<file path="src/rtl/shift_add_multiplier.sv">
`default_nettype none
// ============================================================================
//  Module   : shift_add_multiplier
//  Purpose  : Sequential unsigned multiplier using shift-and-add. One partial
//             product is accumulated per RUN cycle. The step count is owned by
//             an external counter, which raises counter_flag on the last step.
//  Ports    : clk            - clock, rising edge
//             reset          - synchronous active-high reset
//             start          - launch request, honoured in IDLE only
//             multiplicand   - operand A (WORD_LENGTH bits, unsigned)
//             multiplier     - operand B (WORD_LENGTH bits, unsigned)
//             counter_flag   - terminal count from the step counter
//             counter_enable - step counter enable, high during RUN
//             product        - last completed result (2*WORD_LENGTH bits)
//             done           - one-cycle pulse, product is new and valid
//             busy           - high in RUN and DONE
//  Revision : 1.0 - initial release
// ============================================================================
module shift_add_multiplier #(
  parameter int WORD_LENGTH = 3
) (
  input  logic                       clk,
  input  logic                       reset,
  input  logic                       start,
  input  logic [WORD_LENGTH-1:0]     multiplicand,
  input  logic [WORD_LENGTH-1:0]     multiplier,
  input  logic                       counter_flag,
  output logic                       counter_enable,
  output logic [2*WORD_LENGTH-1:0]   product,
  output logic                       done,
  output logic                       busy
);

  localparam int c_PW = 2 * WORD_LENGTH;

  localparam logic [1:0] c_IDLE = 2'd0;
  localparam logic [1:0] c_RUN  = 2'd1;
  localparam logic [1:0] c_DONE = 2'd2;

  logic [1:0]             r_state;
  logic [1:0]             w_state_next;
  logic [c_PW-1:0]        r_acc;
  logic [c_PW-1:0]        r_a;
  logic [WORD_LENGTH-1:0] r_b;
  logic [c_PW-1:0]        r_product;
  logic [c_PW-1:0]        w_acc_next;

  // Accumulator after the current step: add the shifted multiplicand when
  // the current multiplier LSB is set.
  assign w_acc_next = r_b[0] ? (r_acc + r_a) : r_acc;

  // --------------------------------------------------------------------------
  // State register
  // --------------------------------------------------------------------------
  always_ff @(posedge clk) begin
    if (reset) begin
      r_state <= c_IDLE;
    end else begin
      r_state <= w_state_next;
    end
  end

  // --------------------------------------------------------------------------
  // Next-state logic
  // --------------------------------------------------------------------------
  always_comb begin
    w_state_next = r_state;
    case (r_state)
      c_IDLE:  if (start)        w_state_next = c_RUN;
      c_RUN:   if (counter_flag) w_state_next = c_DONE;
      c_DONE:                    w_state_next = c_IDLE;
      default:                   w_state_next = c_IDLE;
    endcase
  end

  // --------------------------------------------------------------------------
  // Outputs decoded from the state register only
  // --------------------------------------------------------------------------
  always_comb begin
    counter_enable = 1'b0;
    done           = 1'b0;
    busy           = 1'b0;
    case (r_state)
      c_RUN: begin
        counter_enable = 1'b1;
        busy           = 1'b1;
      end
      c_DONE: begin
        done = 1'b1;
        busy = 1'b1;
      end
      default: begin
        counter_enable = 1'b0;
      end
    endcase
  end

  // --------------------------------------------------------------------------
  // Datapath
  // --------------------------------------------------------------------------
  always_ff @(posedge clk) begin
    if (reset) begin
      r_acc     <= '0;
      r_a       <= '0;
      r_b       <= '0;
      r_product <= '0;
    end else begin
      case (r_state)
        c_IDLE: begin
          if (start) begin
            r_acc <= '0;
            r_a   <= {{WORD_LENGTH{1'b0}}, multiplicand};
            r_b   <= multiplier;
          end
        end
        c_RUN: begin
          r_acc <= w_acc_next;
          r_a   <= {r_a[c_PW-2:0], 1'b0};
          r_b   <= r_b >> 1;
          // Capture the final step's sum on the edge entering DONE so the
          // product register is already valid while done is high.
          if (counter_flag) begin
            r_product <= w_acc_next;
          end
        end
        default: begin
          r_acc <= r_acc;
        end
      endcase
    end
  end

  assign product = r_product;

endmodule
`default_nettype wire

</file>
<file path="config.mk">
export PLATFORM = sky130hd
export DESIGN_NAME = shift_add_multiplier
export DESIGN_NICKNAME = d
export VERILOG_FILES = /design/src/rtl/shift_add_multiplier.sv
export SDC_FILE = /design/constraint.sdc
export NUM_CORES = 1
export LEC_CHECK = 0
export CORE_MARGIN = 4
export CORE_UTILIZATION = 47
export CTS_CLUSTER_DIAMETER = 100
export DETAILED_ROUTE_END_ITERATION = 8
export PLACE_DENSITY = 0.84
export SLEW_MARGIN = 20
export SYNTH_ARGS = -nofsm -noshare
export SYNTH_HDL_FRONTEND = slang
export SYNTH_SLANG_ARGS = --single-unit
export TNS_END_PERCENT = 1
</file>
<file path="constraint.sdc">
create_clock -name clk -period 1.84 [get_ports clk]
set_clock_uncertainty 0.2 [all_clocks]
set_input_delay 0.368 -clock clk [delete_from_list [all_inputs] [get_ports clk]]
set_output_delay 0.368 -clock clk [all_outputs]
set_load 0.01 [all_outputs]
</file>
==> out/results.tsv <==
stage	metric	value	unit
status	status	finished, violations left	
status	violations	negative setup slack	
route	drt-wirelength-per-cell	15.6	um
timing	layout_setup_ws	-0.127	ns
run	drv_cap	0	
cts	clkSinkCount	23	
synthesis	synth_cell_types	33	
timing	clock.fmax	508	MHz
finish	syn2layout_area_growth	41.0	%
cts	cts_tree	yes	
place	dp_hpwl	2340	um
place	portBuffers	18	
worst_hold_path	hold_class	flop to flop	
pwr	leakagePower	0.732	nW
global_routing	use_met2	0.373	
cts	cts-buffers-inserted	3	
synthesis	synth_nets	152	
place	dp_slack	-0.131	ns
synthesis	yosysWarningCount	0	
floorplanning	io_pins	19	
global_routing	grt_use_total	0.198	
setup_path	worst-r2r-setup-slack	-0.13	ns
place	place.gp.congestion	0.899	
timing	period_needed	1.97	ns
setup_path	r2r-end	product[4]	
place	post_dp_cell_area	1600	um2
global_routing	use_met3	0.0351	
route	antenna_left	0	
setup_path	crit_end	product[4]	
global_routing	met1_usage	0.214	
global_routing	grt_overflow	0	
cts	cts_root_buf	clkbuf_4	
finish	fin_nets	193	
setup_path	crit_type	flop to flop	
setup_path	critPathMaxFanout	3	
global_routing	grt_max_degree	24	
floorplanning	die_h	58.7	um
timing	hold_violations	0	
timing	max_slew.worst_pin.slew	0.329	ns
timing	slew_headroom	0.781	
timing	holdWs	0.272	ns
floorplanning	num_rows	18	
synthesis	synth-seq-cells	23	
timing	fin_tns_setup	-0.365	ns
floorplanning	start_util	0.491	
setup_path	critPathRequiredTime	1.87	ns
finish	layout.cells.non_filler	203	
finish	diodes	0	
finish	n_fill_cell	183	
route	vias	1177	
synthesis	synth_area	1210	um2
timing	rsz0062_at_grt	yes	
synthesis	ys_seq_area_frac	0.382	
cts	cts_buffer_depth	2	
floorplanning	coreArea	2450	um2
floorplanning	fp.dieArea	3440	um2
synthesis	syn_inst	133	
route	routed_via_density	5.80	
cts	clock_latency	0.32	ns
route	drt_iter0_markers	29	
floorplanning	die_w	58.7	um
setup_path	crit_path_start	r_a[1]	
finish	final_layout_size_suffix_gt1_frac	0.277	
pwr	ir_drop	427	uV
pwr	p_per_area	691	nW/um2
setup_path	worstSetupEndpointType	flop	
setup_path	timing.rr.start	r_a[1]	
timing	fin_crit_sh	1.07	
global_routing	grt_first_pass_wirelength	5220	um
route	routed_wl	3170	um
global_routing	top_usage_layer	met2	
setup_path	cp-start-kind	flop	
synthesis	syn_area_per_cell	9.07	um2
global_routing	grt_pass1_vias	1185	
cts	holdBufCountCts	0	
route	drc	0	
setup_path	rr_worst_depth	7	
finish	stdcell_area	1700	um2
cts	path_clk_slew	0.14	ns
timing	final_max_slew_viol_count	0	
setup_path	arrival	2.00	ns
cts	h-tree-depth	1	
route	drtPass1Iterations	4	
pwr	power	1.18	mW
timing	setup_violations	4	
place	dpl.cell_count	197	
finish	fin_util	0.693	
global_routing	antenna_found_initial	0	
-- cell families (layout without fill, tap and decap cells) --
kind of cell	Yosys count	after routing	share of synthesized area
compound gates	36	36	0.205
simple gates	43	43	0.179
xor+xnor	4	4	0.0291
flops	23	23	0.382
mux	9	9	0.0747
buf+inv	9	49	0.0301
fa+ha+maj	9	9	0.0996
-- area by class of cell --
class / instances / area (um2) / share of cell area
multi-input cells: 101 / 782 / 0.460
flip-flops and latches: 23 / 467 / 0.274
repair buffers: 42 / 377 / 0.221
well taps: 30 / 37.5 / 0.0221
clock buffers: 4 / 26.3 / 0.0155
inverters: 3 / 11.3 / 0.00662
-- placed cells by master, fill, tap and decap left out, types with 2 or more instances in the layout --
cell | synthesis | routed
a211oi_1 | 10 | 6
a211oi_2 | 0 | 4
a21o_1 | 2 | 2
a21oi_1 | 11 | 6
a21oi_2 | 0 | 4
a22oi_1 | 4 | 4
a32oi_1 | 4 | 4
and2_1 | 2 | 2
buf_4 | 0 | 22
clkbuf_4 | 0 | 3
clkdlybuf4s15_1 | 0 | 2
clkdlybuf4s50_1 | 0 | 13
dfxtp_1 | 23 | 18
dfxtp_2 | 0 | 5
dlymetal6s2s_1 | 0 | 2
ha_1 | 8 | 7
inv_1 | 3 | 3
mux2i_1 | 9 | 9
nand2_1 | 4 | 4
nand2b_1 | 2 | 2
nand3b_1 | 2 | 2
nor2_1 | 22 | 22
o21ai_0 | 2 | 2
xnor2_1 | 3 | 3
-- layer usage --
metal	vias up	wire length, um
li1	565	-
met1	567	1330
met2	39	1640
met3	6	139
met4	0	63
met5	-	0
-- critical path: stages, from the launching register on --
cell      delay, ns
dfxtp_1        0.35
buf_4          0.16
fa_2           0.35
a21o_1         0.18
a21oi_2        0.15
xnor2_1        0.15
mux2i_1        0.10
a211oi_1       0.24
-- sequential cells by signal, indices dropped and copies added, names as in the netlist --
register,flops
r_b,3
product,6
r_state,2
r_acc,6
r_a,6
-- how the worst min path moves through the flow --
stage	from	end	slack, ns	depth (start not counted)
after floorplan	r_b[2]	r_b[2]	0.24	2
after global placement	r_b[2]	r_b[2]	0.25	2
after detailed placement	r_b[2]	r_b[2]	0.26	2
after CTS	r_b[2]	r_b[2]	0.28	2
after global routing	r_b[2]	r_b[2]	0.29	2
final	r_b[2]	r_b[2]	0.27	2
-- Yosys cell counts --
cell type  count  share of area
dfxtp_1       23           0.38
buf_2          2         0.0083
nand2b_1       2          0.010
a21o_1         2          0.012
clkbuf_1       4          0.012
nand3_1        1         0.0041
nand3b_1       2          0.012
o211a_1        1         0.0083
mux2i_1        9          0.075
a21oi_1       11          0.046
and3b_1        1         0.0073
nand4bb_1      1         0.0093
nor3_1         2         0.0083
a211oi_1      10          0.062
nor2b_1        1         0.0052
nand4b_1       1         0.0073
fa_1           1          0.017
ha_1           8          0.083
xnor2_1        3          0.022
xor2_1         1         0.0073
and2_1         2          0.010
o21ai_1        1         0.0041
a32oi_1        4          0.029
nor3_2         1         0.0083
inv_1          3         0.0093
or3_1          1         0.0052
nor2_2         1         0.0052
nor2_1        22          0.068
nand2_1        4          0.012
a22oi_1        4          0.025
o211ai_2       1          0.010
o21ai_0        2         0.0083
nor4_1         1         0.0052
-- where the power goes --
part	switching (mW)	internal [mW]
combinational	0.189	0.179
clock	0.164	0.0848
sequential	0.0258	0.533
-- repair_timing --
action,4_1_cts,5_1_grt
setup endpoints to repair,7,14
pin swaps,1,6
resized for setup,12,14
setup buffers,0,2
Power figures use the tool's default switching activity.
